`config.mk`:
```
export PLATFORM = sky130hd
export DESIGN_NAME = fifo_write_arbiter
export DESIGN_NICKNAME = d
export VERILOG_FILES = /design/src/rtl/fifo_write_arbiter.sv
export SDC_FILE = /design/constraint.sdc
export NUM_CORES = 1
export LEC_CHECK = 0
export CORE_MARGIN = 4
export CORE_UTILIZATION = 38
export CTS_CLUSTER_SIZE = 8
export DETAILED_ROUTE_END_ITERATION = 10
export PLACE_DENSITY = 0.93
export SLEW_MARGIN = 10
export SYNTH_ARGS = -nofsm -noshare
export SYNTH_HDL_FRONTEND = slang
export SYNTH_SLANG_ARGS = --single-unit
```
`constraint.sdc`:
```
create_clock -name clk -period 3.4 [get_ports clk]
set_clock_uncertainty 0.2 [all_clocks]
set_input_delay 0.85 -clock clk [delete_from_list [all_inputs] [get_ports clk]]
set_output_delay 0.85 -clock clk [all_outputs]
set_load 0.05 [all_outputs]
```
`src/rtl/fifo_write_arbiter.sv`:
```
// Round-robin arbiter sharing one FIFO write port among NUM_REQ valid/ready producers.
// Each grant forwards up to MAX_BURST beats and stalls while the FIFO is full.
module fifo_write_arbiter #(
  parameter int WIDTH     = 8,
  parameter int NUM_REQ   = 4,
  parameter int MAX_BURST = 4
) (
  input  logic                       clk,
  input  logic                       rst,
  input  logic [NUM_REQ-1:0]         req_valid,
  input  logic [NUM_REQ*WIDTH-1:0]   req_data,
  output logic [NUM_REQ-1:0]         req_ready,
  input  logic                       fifo_full,
  output logic                       fifo_write,
  output logic [WIDTH-1:0]           fifo_data_in,
  output logic [$clog2(NUM_REQ)-1:0] grant_id,
  output logic                       busy
);

  localparam int IDW = $clog2(NUM_REQ);
  localparam int BCW = $clog2(MAX_BURST) + 1;

  typedef enum logic {IDLE, GRANT} state_t;

  state_t         state, state_n;
  logic [IDW-1:0] last_id, last_n, grant_n;
  logic [BCW-1:0] beat_cnt, beat_cnt_n;
  logic [IDW-1:0] winner;
  logic           found;
  int unsigned    idx;

  assign busy = (state == GRANT);

  // Search starts just after the last granted index, so it ends up lowest priority.
  always_comb begin
    winner = '0;
    found  = 1'b0;
    idx    = 0;
    for (int unsigned off = 1; off <= NUM_REQ; off++) begin
      idx = (32'(last_id) + off) % NUM_REQ;
      if (!found && req_valid[IDW'(idx)]) begin
        found  = 1'b1;
        winner = IDW'(idx);
      end
    end
  end

  always_ff @(posedge clk or posedge rst) begin
    if (rst) begin
      state    <= IDLE;
      grant_id <= '0;
      last_id  <= IDW'(NUM_REQ - 1);
      beat_cnt <= '0;
    end else begin
      state    <= state_n;
      grant_id <= grant_n;
      last_id  <= last_n;
      beat_cnt <= beat_cnt_n;
    end
  end

  always_comb begin
    state_n      = state;
    grant_n      = grant_id;
    last_n       = last_id;
    beat_cnt_n   = beat_cnt;
    req_ready    = '0;
    fifo_write   = 1'b0;
    fifo_data_in = '0;
    case (state)
      IDLE: begin
        if (found) begin
          state_n    = GRANT;
          grant_n    = winner;
          last_n     = winner;
          beat_cnt_n = '0;
        end
      end
      GRANT: begin
        req_ready[grant_id] = !fifo_full;
        fifo_write          = req_valid[grant_id] && !fifo_full;
        fifo_data_in        = req_data[grant_id*WIDTH +: WIDTH];
        if (!req_valid[grant_id]) begin
          state_n = IDLE;
        end else if (fifo_write) begin
          // The final beat leaves the count at MAX_BURST-1; the next grant clears it.
          if (beat_cnt == BCW'(MAX_BURST - 1)) state_n = IDLE;
          else                                  beat_cnt_n = beat_cnt + 1'b1;
        end
      end
      default: state_n = IDLE;
    endcase
  end

endmodule

```
Word-level counts from Yosys, hierarchy flattened
Cells that the tools add are included.

storage, ports and cells
  output and inout port bits = 16
  logic and storage cells = 67
  register bits after elaboration = 8
  input bits = 39

operators by class
  shift operators = 1
  multiplexer cells = 33
  $add $sub $neg = 5
  bitwise logic cells = 2
  reductions and logical operators = 11
  equal/unequal tests = 5
  magnitude comparators = 6

operators by type and width
  kind                                                                count
  indexed part select 32 x 6 -> 8 bit                                 1
  less-than comparator 2 x 3 -> 1 bit (second input constant)         5
  2-to-1 mux 1 bit                                                    15
  2-to-1 mux 3 bit                                                    4
  binary-select mux 1 bit (select 2 bit)                              5
  2-to-1 mux 2 bit                                                    4
  2-to-1 mux 8 bit                                                    1
  case mux 3 bit (2 select lines)                                     1
  logical AND 1 bit                                                   5
  adder 2 x 1 -> 2 bit (second input constant)                        2
  adder 2 bit (second input constant)                                 2
  AND 4 bit                                                           1
  zero test 1 bit                                                     4
  2-to-1 mux 4 bit                                                    1
  inequality test 2 x 1 -> 1 bit (second input constant)              2
  inequality test 2 bit (second input constant)                       2
  AND reduction 4 bit                                                 1
  adder 3 x 1 -> 3 bit (second input constant)                        1
  equality test 3 x 2 -> 1 bit (second input constant)                1
  demux 1 bit (select 2 bit)                                          1
  greater-or-equal comparator 2 x 1 -> 1 bit (second input constant)  1
  case mux 1 bit (2 select lines)                                     1
  AND reduction 2 bit                                                 1
  inverter 1 bit                                                      1

Logic depth before layout (Yosys ltp)
  word-level depth = 15
  gate-level depth with buffers = 5
  depth with buffers taken out = 5

Worst setup path after synthesis
Ideal clock, no wire load.

  path type = in2out
  start = input port fifo_full
  end = output port req_ready[0]
  buffers on the path = 0
  stages on the path = 2
  arrival time = 2352 ps
  path slack = -2 ps
  required time = 2350 ps
  cells stage by stage = nor2b_1 > nor3b_1

between the ends
  word-level cells in the longest chain between the ends = 3

RTL lines
  element                     RTL line  text
  start, declared             13        input logic fifo_full,
  zero test 1 bit             80        req_ready[grant_id] = !fifo_full;
  AND 4 bit (no source line)  -
  2-to-1 mux 4 bit            70        case (state)
  end, declared               12        output logic [NUM_REQ-1:0] req_ready,

Every way passes these cells.

Worst setup path in the final report
  start = input port req_valid[2]
  end = output port fifo_write

between the ends
  word-level cells in the longest chain between the ends = 4

RTL lines
  element                                 RTL line  text
  start, declared                         10        input logic [NUM_REQ-1:0] req_valid,
  binary-select mux 1 bit (select 2 bit)  81        fifo_write = req_valid[grant_id] && !fifo_full;
  2-to-1 mux 1 bit (not written as such)  81
  logical AND 1 bit                       81
  2-to-1 mux 1 bit                        70
  end, declared                           14        output logic fifo_write,

Every way passes these cells. The select of a mux whose other input is x is not followed.

==> flow_summary.yaml <==
logic_synthesis:
  netlist-cell-type-count: 30
  synth.yosys.seq_area_share_pct: 24.8
  synthesis.yosys.warnings: 0
  synthesis.area_per_instance_um2: 10.2
  syn_area_um2: 817
  postSynthRegisterBits: 8
  synth_cells: 80
  synth_nets: 121
timing:
  slew_headroom_pct: 56.5
  max_slew.worst_pin.slew_ps: 653
  min_period_over_period_pct: 95.3
  finalHoldViolCount: 0
  report.final.slew_viol_count: 0
  post-route-min-period_ps: 3240
  hold_slack_ps: 303
  rsz0062_at_grt: "no"
  totalNegativeSetupSlack_ps: 0
  timing.fmax_mhz: 309
  finalSetupViolations: 0
final_layout:
  fin_area_mm2: 0.00143
  fill_cells: 134
  commonest_cells_after_routing_fill_and_taps_aside: "sky130_fd_sc_hd__clkdlybuf4s50_1, sky130_fd_sc_hd__buf_4, sky130_fd_sc_hd__and2_1, sky130_fd_sc_hd__mux4_2, sky130_fd_sc_hd__nand2_1"
  area.growth.synth_to_final_pct: 75.5
  layout-drive-gt1-share_pct: 23.4
  n_antenna_cell: 0
  post_layout_nonfiller_instances: 164
  regArea_um2: 203
  finish.net_count: 179
  final_common_cell: "sky130_fd_sc_hd__clkdlybuf4s50_1"
  layout.core_utilization_pct: 71.6
  multiInputGateArea_um2: 572
clocking:
  cts.repair.resized: 0
  tritoncts.num_buffers: 3
  cts_num_sinks: 8
  cts-root-to-sink-buffers: 2
  cts_tree: "done"
  path_clk_slew_ps: 40
  cts.htree.levels: 1
  cts_root_buffer: "sky130_fd_sc_hd__clkbuf_4"
  insertion_delay_ps: 260
  ctsHoldBuffers: 0
  postCtsSetupBuffers: 0
run:
  max_cap_violation_count: 0
global_route:
  wire_length_of_the_first_global_routing_pass_um: 3550
  first_global_vias: 821
  total_congestion_overflow: 0
  number_of_antenna_violations_at_the_first_check_in_global_routing: 0
  largest_net_degree_at_the_start_of_global_routing: 16
  groute.usage.overall_pct: 17.1
floorplanning:
  io_pins: 55
  fp.dieArea_mm2: 0.00296
  fp-row-count: 16
  core_ar_mm2: 0.00200
  floorplan.die.height_um: 54.4
  initial_core_util_pct: 40.8
  die_width_um: 54.4
power_and_ir_drop:
  power_density_mw_per_mm2: 823
  peak_supply_drop_mv: 0.587
  p_leak_nw: 0.610
routing:
  drt_iter0_markers: 12
  routedWlPerCell_um: 15.2
  detailed_routing_iteration_count_for_the_pre_antenna_repair_pass: 4
  route.detailed.vias_per_inst: 5.33
  post_route_wl_um: 2500
  vias: 874
  detail_route.drc_violations: 0
  remaining_antenna_violation_count_after_routing: 0
placement:
  hpwlAfterDp_um: 2090
  place_inst: 160
  placed_cell_area_mm2: 0.00141
  gp_congestion: 0.804
  port-buffer-count: 54
worst_setup_path:
  crit_arrival_ps: 2190
  crit_required_ps: 2350
  endpoint_kind: "output port"
  timing.setup.critical_path_class: "input pin to output port"
  setup.worst_path.start_class: "input pin"
  max_fo_critical_path: 4
min_path:
  hp-class: "flip-flop to flip-flop"
run_status:
  result_of_the_run: "completed"
worst max-delay path, cell delays in order:
cell	delay, ps
sky130_fd_sc_hd__clkdlybuf4s50_1	450
sky130_fd_sc_hd__mux4_2	540
sky130_fd_sc_hd__and2_1	160
sky130_fd_sc_hd__buf_4	180
metrics by stage:
stage | power (mW) | setup WS [ps]
after floorplan | 0.850 | 471
after global placement | 1.08 | 171
after detailed placement | 1.11 | 157
after CTS | 1.19 | 157
after global routing | 1.25 | 131
final | 1.18 | 160
cell usage after synthesis:
master / n / area share, %
sky130_fd_sc_hd__a21o_1: 2 / 1.8
sky130_fd_sc_hd__a21oi_1: 3 / 1.8
sky130_fd_sc_hd__and2_1: 9 / 6.9
sky130_fd_sc_hd__and3_1: 1 / 0.77
sky130_fd_sc_hd__and3b_1: 2 / 2.1
sky130_fd_sc_hd__buf_2: 2 / 1.2
sky130_fd_sc_hd__buf_6: 2 / 2.8
sky130_fd_sc_hd__clkbuf_1: 1 / 0.46
sky130_fd_sc_hd__dfrtp_1: 6 / 18
sky130_fd_sc_hd__dfstp_2: 2 / 6.4
sky130_fd_sc_hd__ha_1: 2 / 3.1
sky130_fd_sc_hd__inv_1: 3 / 1.4
sky130_fd_sc_hd__mux2i_1: 1 / 1.2
sky130_fd_sc_hd__mux4_1: 2 / 6.4
sky130_fd_sc_hd__mux4_2: 7 / 19
sky130_fd_sc_hd__nand2_1: 7 / 3.2
sky130_fd_sc_hd__nand2b_1: 4 / 3.1
sky130_fd_sc_hd__nand3_1: 4 / 2.5
sky130_fd_sc_hd__nand3b_1: 1 / 0.92
sky130_fd_sc_hd__nand3b_4: 1 / 2.5
sky130_fd_sc_hd__nor2_1: 3 / 1.4
sky130_fd_sc_hd__nor2b_1: 1 / 0.77
sky130_fd_sc_hd__nor3_1: 1 / 0.61
sky130_fd_sc_hd__nor3b_1: 3 / 2.8
sky130_fd_sc_hd__o2111ai_1: 1 / 1.1
sky130_fd_sc_hd__o21a_1: 2 / 1.8
sky130_fd_sc_hd__o21ai_0: 4 / 2.5
sky130_fd_sc_hd__o311ai_1: 1 / 1.1
sky130_fd_sc_hd__or2_2: 1 / 0.77
sky130_fd_sc_hd__or3b_1: 1 / 1.1
final timing paths:
| kind | endpoint | slack [ps] | startpoint | cells past startpoint |
|---|---|---|---|---|
| worst min register to register | beat_cnt[0] | 300 | beat_cnt[0] | 1 |
| worst max register to register | beat_cnt[1] | 1400 | grant_id[0] | 4 |
| worst max-delay path | fifo_write | 160 | req_valid[2] | 4 |
| min in group asynchronous | beat_cnt[2] | 620 | rst | 2 |
| worst min-delay path | beat_cnt[0] | 300 | beat_cnt[0] | 1 |
| max in group asynchronous | last_id[1] | 2090 | rst | 2 |
power by group:
| group | switching (mW) | internal, mW | total, mW |
|---|---|---|---|
| logic | 0.474 | 0.374 | 0.848 |
| clock network | 0.0328 | 0.0449 | 0.0777 |
| registers | 0.110 | 0.145 | 0.255 |
final cells by class:
class	count	share of cell area (%)
multi-input cells	64	39.9
repair buffers	58	41.0
flip-flops and latches	8	14.1
well taps	27	2.36
inverters	3	0.785
clock buffers	4	1.83
registers in the layout (all words and copies together), names as in the netlist:
name	flops
beat_cnt	3
last_id	2
grant_id	2
busy	1
metal layers:
metal,vias to the layer above,track usage [%],routed length (um)
li1,411,-,-
met1,413,17.3,906
met2,48,31.5,1200
met3,2,8.17,389
met4,0,3.73,7
met5,-,0,0
cell families after synthesis:
logic type,after synthesis,synth area share (%)
multiplexers,10,27.0
AO/OA/AOI/OAI,13,10.1
adder cells (fa/ha/maj),2,3.06
flip-flops,8,24.8
AND/OR/NAND/NOR,39,29.3
buffers and inverters,8,5.82
Power figures use the tool's default switching activity.
